==> src/rtl/bp_table_arbiter.sv <==
// Arbiter for the single-ported branch-prediction counter table: IF lookups,
// buffered MEM counter updates, global history and the table-clear sweep.
module bp_table_arbiter #(
  parameter int unsigned s_index             = 10,
  parameter int unsigned n_previous_branches = 4,
  parameter int unsigned DEPTH               = 4
) (
  input  logic                                clk,
  input  logic                                rst,
  input  logic                                if_lookup_req,
  input  logic [s_index-1:0]                  if_lookup_idx,
  output logic                                if_lookup_gnt,
  input  logic                                upd_valid,
  input  logic [s_index-1:0]                  upd_idx,
  input  logic                                upd_taken,
  input  logic [1:0]                          upd_old_ctr,
  output logic                                upd_ready,
  input  logic                                clear_req,
  output logic                                tbl_en,
  output logic                                tbl_we,
  output logic [s_index-1:0]                  tbl_addr,
  output logic [1:0]                          tbl_wdata,
  output logic [n_previous_branches-1:0]      ghr,
  output logic                                busy_clearing,
  output logic [$clog2(DEPTH+1)-1:0]          fifo_count
);

  localparam int unsigned CW       = $clog2(DEPTH + 1);
  localparam int unsigned PW       = $clog2(DEPTH);
  localparam int unsigned NH       = n_previous_branches;
  localparam int unsigned TBL_LAST = (1 << s_index) - 1;

  localparam logic [0:0] ST_CLEAR = 1'b0;
  localparam logic [0:0] ST_RUN   = 1'b1;

  typedef struct packed {
    logic [s_index-1:0] idx;
    logic               taken;
    logic [1:0]         ctr;
  } upd_t;

  logic [0:0]         state_q, state_d;
  logic [s_index-1:0] clr_ptr_q, clr_ptr_d;
  logic               en_q, en_d;
  logic               we_q, we_d;
  logic [s_index-1:0] addr_q, addr_d;
  logic [1:0]         wdata_q, wdata_d;
  logic [NH-1:0]      ghr_q, ghr_d;
  logic [CW-1:0]      count_q, count_d;
  logic [PW-1:0]      wr_ptr_q, wr_ptr_d;
  logic [PW-1:0]      rd_ptr_q, rd_ptr_d;
  upd_t               fifo_q [DEPTH];

  upd_t       head;
  logic [1:0] head_ctr_next;
  logic       full, empty, accept, deq, gnt;

  assign full   = (count_q == CW'(DEPTH));
  assign empty  = (count_q == CW'(0));
  assign accept = upd_valid && upd_ready;
  assign head   = fifo_q[rd_ptr_q];

  assign upd_ready     = !full && !clear_req;
  assign if_lookup_gnt = gnt;
  assign busy_clearing = (state_q == ST_CLEAR);
  assign tbl_en        = en_q;
  assign tbl_we        = we_q;
  assign tbl_addr      = addr_q;
  assign tbl_wdata     = wdata_q;
  assign ghr           = ghr_q;
  assign fifo_count    = count_q;

  // Saturating 2-bit counter update of the FIFO head entry
  always_comb begin
    head_ctr_next = head.ctr;
    if (head.taken) begin
      if (head.ctr != 2'd3) head_ctr_next = head.ctr + 2'd1;
    end else begin
      if (head.ctr != 2'd0) head_ctr_next = head.ctr - 2'd1;
    end
  end

  // Next-state and table-access decision for this cycle
  always_comb begin
    state_d   = state_q;
    clr_ptr_d = clr_ptr_q;
    en_d      = 1'b0;
    we_d      = 1'b0;
    addr_d    = '0;
    wdata_d   = 2'b00;
    deq       = 1'b0;
    gnt       = 1'b0;
    case (state_q)
      ST_CLEAR: begin
        en_d      = 1'b1;
        we_d      = 1'b1;
        addr_d    = clr_ptr_q;
        wdata_d   = 2'b01;
        clr_ptr_d = clr_ptr_q + s_index'(1);
        if (clr_ptr_q == s_index'(TBL_LAST)) state_d = ST_RUN;
      end
      default: begin
        if (full) begin
          deq = 1'b1;
        end else if (if_lookup_req) begin
          gnt    = 1'b1;
          en_d   = 1'b1;
          addr_d = if_lookup_idx;
        end else if (!empty) begin
          deq = 1'b1;
        end
      end
    endcase
    if (deq) begin
      en_d    = 1'b1;
      we_d    = 1'b1;
      addr_d  = head.idx;
      wdata_d = head_ctr_next;
    end
    if (clear_req) begin
      state_d   = ST_CLEAR;
      clr_ptr_d = '0;
    end
  end

  // FIFO bookkeeping and history shift at update-accept time
  always_comb begin
    count_d  = count_q + CW'(accept) - CW'(deq);
    wr_ptr_d = accept ? wr_ptr_q + PW'(1) : wr_ptr_q;
    rd_ptr_d = deq ? rd_ptr_q + PW'(1) : rd_ptr_q;
    ghr_d    = accept ? {ghr_q[NH-2:0], upd_taken} : ghr_q;
    if (clear_req) begin
      count_d  = '0;
      wr_ptr_d = '0;
      rd_ptr_d = '0;
      ghr_d    = '0;
    end
  end

  // State, pointers and registered table-interface outputs
  always_ff @(posedge clk or negedge rst) begin
    if (!rst) begin
      state_q   <= ST_CLEAR;
      clr_ptr_q <= '0;
      en_q      <= 1'b0;
      we_q      <= 1'b0;
      addr_q    <= '0;
      wdata_q   <= 2'b00;
      ghr_q     <= '0;
      count_q   <= '0;
      wr_ptr_q  <= '0;
      rd_ptr_q  <= '0;
    end else begin
      state_q   <= state_d;
      clr_ptr_q <= clr_ptr_d;
      en_q      <= en_d;
      we_q      <= we_d;
      addr_q    <= addr_d;
      wdata_q   <= wdata_d;
      ghr_q     <= ghr_d;
      count_q   <= count_d;
      wr_ptr_q  <= wr_ptr_d;
      rd_ptr_q  <= rd_ptr_d;
    end
  end

  // FIFO payload storage; validity is tracked by the count, so no reset
  always_ff @(posedge clk) begin
    if (accept) fifo_q[wr_ptr_q] <= '{idx: upd_idx, taken: upd_taken, ctr: upd_old_ctr};
  end

endmodule

==> config.mk <==
export PLATFORM = sky130hd
export DESIGN_NAME = bp_table_arbiter
export DESIGN_NICKNAME = d
export VERILOG_FILES = /design/src/rtl/bp_table_arbiter.sv
export SDC_FILE = /design/constraint.sdc
export NUM_CORES = 1
export LEC_CHECK = 0
export CAP_MARGIN = 20
export CORE_MARGIN = 10
export CORE_UTILIZATION = 49
export DETAILED_ROUTE_END_ITERATION = 8
export GPL_TIMING_DRIVEN = 1
export PLACE_DENSITY = 0.75
export SLEW_MARGIN = 40
export SYNTH_ARGS = -nofsm -noshare
export SYNTH_HDL_FRONTEND = slang
export SYNTH_SLANG_ARGS = --single-unit
export TNS_END_PERCENT = 1
==> constraint.sdc <==
create_clock -name clk -period 2.57 [get_ports clk]
set_input_delay 0.514 -clock clk [delete_from_list [all_inputs] [get_ports clk]]
set_output_delay 0.514 -clock clk [all_outputs]
set_load 0.03 [all_outputs]
# After elaboration in Yosys (flattened, before gate mapping)
# Memories as Yosys holds them, arrays and structs flattened.
# Cells that the tools add are included.
# W data, S select, Z words.
op_classes:
  add_sub_neg: 7
  eq_ne: 4
  mux: 34
  n_bitwise: 1
  reduce_logical: 8
ops:
  columns: ["operator", "n"]
  rows:
  - ["$mux W10", 6]
  - ["$mux W1", 17]
  - ["$mux W2", 8]
  - ["$add A10 B1 Y10 const B", 1]
  - ["$eq A10 B10 Y1 const B", 1]
  - ["$mux W4", 2]
  - ["$add A2 B1 Y2 const B", 3]
  - ["$reduce_bool A2 Y1", 3]
  - ["$ne A2 B2 Y1 const B", 2]
  - ["$add A3 B1 Y3", 1]
  - ["$eq A3 B3 Y1 const B", 1]
  - ["$logic_not A3 Y1", 1]
  - ["$mux W3", 1]
  - ["$sub A3 B1 Y3", 1]
  - ["$logic_and A1 B1 Y1", 2]
  - ["$logic_not A1 Y1", 2]
  - ["$sub A2 B1 Y2 const B", 1]
  - ["$not A1 Y1", 1]
totals:
  register_bits: 36
  mem_bits_rw: 52
  in_bits: 28
  wordCells: 65
  n_memories: 1
mem_list:
  columns: ["memory", "words", "width", "read_ports", "rd_ports_with_merged_regs", "wr", "line_no", "rtl"]
  rows:
  - ["fifo_q", 4, 13, 1, 0, 1, "52", "upd_t fifo_q [DEPTH];"]

# Logic depth before layout (Yosys ltp)
# Gate-level depths: netlist of run 1.
logic_depth:
  depth_word: 7
  depth_mapped: 11
  depth_no_buf: 9

# Worst setup path before layout of run 1
# Ideal clock, no wire load.
synth_path:
  path_kind: "register to register"
  start: "reg count_q[1] (netlist: fifo_count[1])"
  end: "reg count_q[2] (netlist: fifo_count[2])"
  arrival_ps: 2490
  required_time_ps: 2438
  setup_slack_ps: -52
  stages_incl_launch_ff: 12
  n_path_buf: 2
  cell_sequence: "dfrtp_1 or3b_1 and3b_1 clkbuf_1 buf_2 xnor2_1 ha_1 inv_1 fa_1 xor2_1 xnor2_1 nor2_1"
synth_via:
  elab_chain_len: 7
  word_cells_on_any_way: 12
synth_lines:
  columns: ["item", "line_no", "rtl"]
  rows:
  - ["start, declared", "49", "logic [CW-1:0] count_q, count_d;"]
  - ["start signal, assigned", "161", "count_q <= count_d;"]
  - ["$eq A3 B3 Y1 or $logic_not A3 Y1 (tied branches)", "58, 59", null]
  - ["$logic_not A1 Y1 or $mux W1 (tied branches)", "63, 109", null]
  - ["$logic_and A1 B1 Y1 or $mux W1 (tied branches)", "63, 105", null]
  - ["$logic_and A1 B1 Y1 or $mux W1 (tied branches)", "60, 103", null]
  - ["$add A3 B1 Y3 or $mux W1 (tied branches)", "128, 93", null]
  - ["$sub A3 B1 Y3 *", "128", "count_d = count_q + CW'(accept) - CW'(deq);"]
  - ["$mux W3 *", "132", "if (clear_req) begin"]
  - ["via count_d[2]", "49", null]
# Mark *: on every way through the listed nets, which the timed path passes. The rest lies on a longest branch.
# A chain may end at the register's enable or synchronous reset.

# Worst setup path in the final report of run 1
layout_path:
  start: "reg count_q[1] (netlist: fifo_count[1])"
  end: "out if_lookup_gnt"
layout_via:
  elab_chain_len: 3
layout_lines:
  columns: ["item", "line_no", "rtl"]
  rows:
  - ["$eq A3 B3 Y1", "58", "assign full = (count_q == CW'(DEPTH));"]
  - ["$mux W1", "103", "if (full) begin"]
  - ["$mux W1", "93", "case (state_q)"]
  - ["end, declared", "12", "output logic if_lookup_gnt,"]
# Every way passes these cells.

==> results of run 1 <==
-- metal layers --
metal  routed length (um)  part of all wire (%)  vias up
li1                     -                     -      987
met1                 3020                    44     1079
met2                 3300                    48       52
met3                  364                   5.3        9
met4                  136                   2.0        0
met5                    0                     0        -
-- kinds of logic after synthesis --
family | synth area share (%)
AND/OR/NAND/NOR | 9.64
buffers and inverters | 3.18
adder cells (fa/ha/maj) | 2.90
AO/OA/AOI/OAI | 5.06
flip-flops | 67.3
XOR/XNOR | 2.87
multiplexers | 9.09
-- critical path, cell delays in order, from the launching register on --
cell and delay, ps:
dfrtp_2 460, or3b_1 450, and3_4 220, dlygate4sd2_1 350
-- per-stage QoR --
step	cell area, um2	cells
after floorplan	3660	230
after global placement	4290	381
after detailed placement	4290	381
after CTS	4460	397
after global routing	4470	397
final	4470	397
-- where the power goes --
part | leakage, uW | switching (uW) | total, uW | internal, uW
sequential | 0.000947 | 22.7 | 1570 | 1550
clock | 0.0000843 | 506 | 865 | 359
combinational | 0.000659 | 127 | 237 | 110
total | 0.00169 | 655 | 2680 | 2020
-- synthesized netlist by cell type, drive strengths merged, types with 4 or more instances --
master   n  area, um2
buf      8       78.8
o21ai    9       45.0
nand2b   4       25.0
mux4    13        323
and2     4       25.0
ha       6       75.1
a21oi    4       20.0
nand2   10       37.5
and3     4       30.0
xnor2    6       52.6
edfxtp  52       1560
or3      4       25.0
nor2    15       56.3
xor2     6       52.6
nor2b   11       68.8
a221o    8       80.1
dfrtp   36        901
inv      8       30.0
-- state kept, by name (all words and copies together), names as in the netlist --
name	count
clr_ptr_q	10
fifo_count	3
fifo_q	52
ghr	4
rd_ptr_q	2
state_q	1
tbl_addr	10
tbl_en	1
tbl_wdata	2
tbl_we	1
wr_ptr_q	2
-- path summary, 6_finish.rpt --
check                           cells after the start            end  slack [ps]     startpoint
max in group asynchronous                           1  fifo_count[2]        2140            rst
worst max-delay path                                3  if_lookup_gnt         210  fifo_count[1]
worst max register to register                      9  fifo_count[2]         250  fifo_count[1]
worst min register to register                      2         ghr[3]         510         ghr[2]
min in group clk                                    2         ghr[3]         510         ghr[2]
worst min-delay path                                1        state_q         100            rst
-- timing repair --
item / in CTS / in global routing
hold endpoints to repair: 0 / 0
endpoints found under the setup margin: 1 / 0
gates resized for setup: 1 / 0
-- area by class of cell --
class                      instances  area [um2]  share of cell area [%]
timing repair buffer              62         587                    13.1
inverter                           8        30.0                   0.672
multi-input combinational        124        1080                    24.2
tap                               99         124                    2.77
clock buffer                       9         124                    2.77
clock inverter                     7        53.8                    1.20
sequential                        88        2460                    55.2
==> results.md, run 1 <==
- Commonest non-fill, non-tap cell in the layout: edfxtp_1
- Commonest register cell after synthesis: edfxtp_1
- CORE AREA: around 0.0073 mm2
- Slew HR: between 60% and 70%
- Total die area: roughly 0.011 mm2
- Nets: 328
- Critical Path Fanout Max: 6
- Syn Inst Count: 230
- PortBufs: 51
- Fmax: 0.424 GHz
- Drc violations: 0
- Run status: complete, no violations
- Post-place setup slack: between 50 and 60 ps
- Avg WL per Cell: 17.2 um
- Met2 Usage GRT: about a fifth
- Starting Density: around half
- # setup viols final: 0
- Final HPWL DP: 4830 um
- Final min period: 2360 ps
- EDFF count, synth: between 50 and 60
- Fin util: 61.6%
- Commonest non-fill, non-tap cells in the layout: edfxtp_1 (52), clkdlybuf4s50_1 (48), dfrtp_1 (34)
- Final hold viol count: 0
- Distinct cells, synth: 40
- Via count: 2127
- Initial drt markers: approximately 130
- First-pass GRT wire length: 11100 um
- # rows: 31
- Cell Pwr Density: roughly 600 mW/mm2
- Met3 usage: approximately 2.8%
- Count of state elements after synthesis: between 80 and 90
- Total Negative Setup Slacks: 0 ps
- Startpoint types: register
- Fill cells: around 580
- Worst-margin pin slew: approximately 600 ps
- Die H: approximately 110 um
- Yosys warnings: 0
- GR peak layer: met2
- Antenna Nets Post-Route: 0
- # hold bufs at CTS: 0
- Total power: 2680 uW
- CP required: between 2000 and 2500 ps
- Post-route setup slack: between 200 and 250 ps
- CTS tree: built
- Asr flop ratio synth: between 40% and 50%
- Grt met1 use: between 10% and 20%
- Synth Net Count: about 270
- TritonCTS Buffers: 9
- Share of cells above drive strength 1: 12.8%
- Worst hold path type: in -> async
- Hold Slack: roughly 95 ps
- Crit end category: primary output
- DR pass1 iterations: 4
- Period utilization: around nine tenths
- Num ports: between 50 and 60
- Seq/Total Area, Yosys: approximately two thirds
- Syn avg cell area: approximately 16 um2
- Area delta synth->final: 22.0%
- CP arrival: approximately 1800 ps
- CTS root buffer: clkbuf_8
- CP Class: reg -> out
- Antenna violations before repair: 0
- # clock sinks: 88
- Drt total wl: 6820 um
- LEAKAGE: around 0.0017 uW
- Worst Skew: around 11 ps
- GR Util All Layers: about an eighth
- Synth Cell Area: between 0.003 and 0.004 mm2
- RSZ-0062 raised after global routing: false
- Vias in the first global route: roughly 2200
- Pin count of the biggest net entering global routing: 37
- Post-CTS setup buffers: 0
- Die width: around 110 um
- Antenna diode count: 0
- MaxCap Viol Count: 0
- GRT overflow: 0
- Pins Over Slew Limit: 0
- Clock Path Buffers: 2
- Max VDD drop: between 0.3 and 0.4 mV
- Clk Latency, worst-skew pair: approximately 360 ps
- H-tree depth: 3
- Via density per instance: 5.36
- Clk pin slew, worst setup/hold paths: ~90 ps
- Routability congestion estimate: 0.769
Note: power is estimated with default switching activity, not from simulation.
==> inputs of run 2 (changes only) <==
- CAP_MARGIN: 20 -> not set
==> results of run 2 <==
The final DEF is identical to that of run 1; final timing and power are the same.
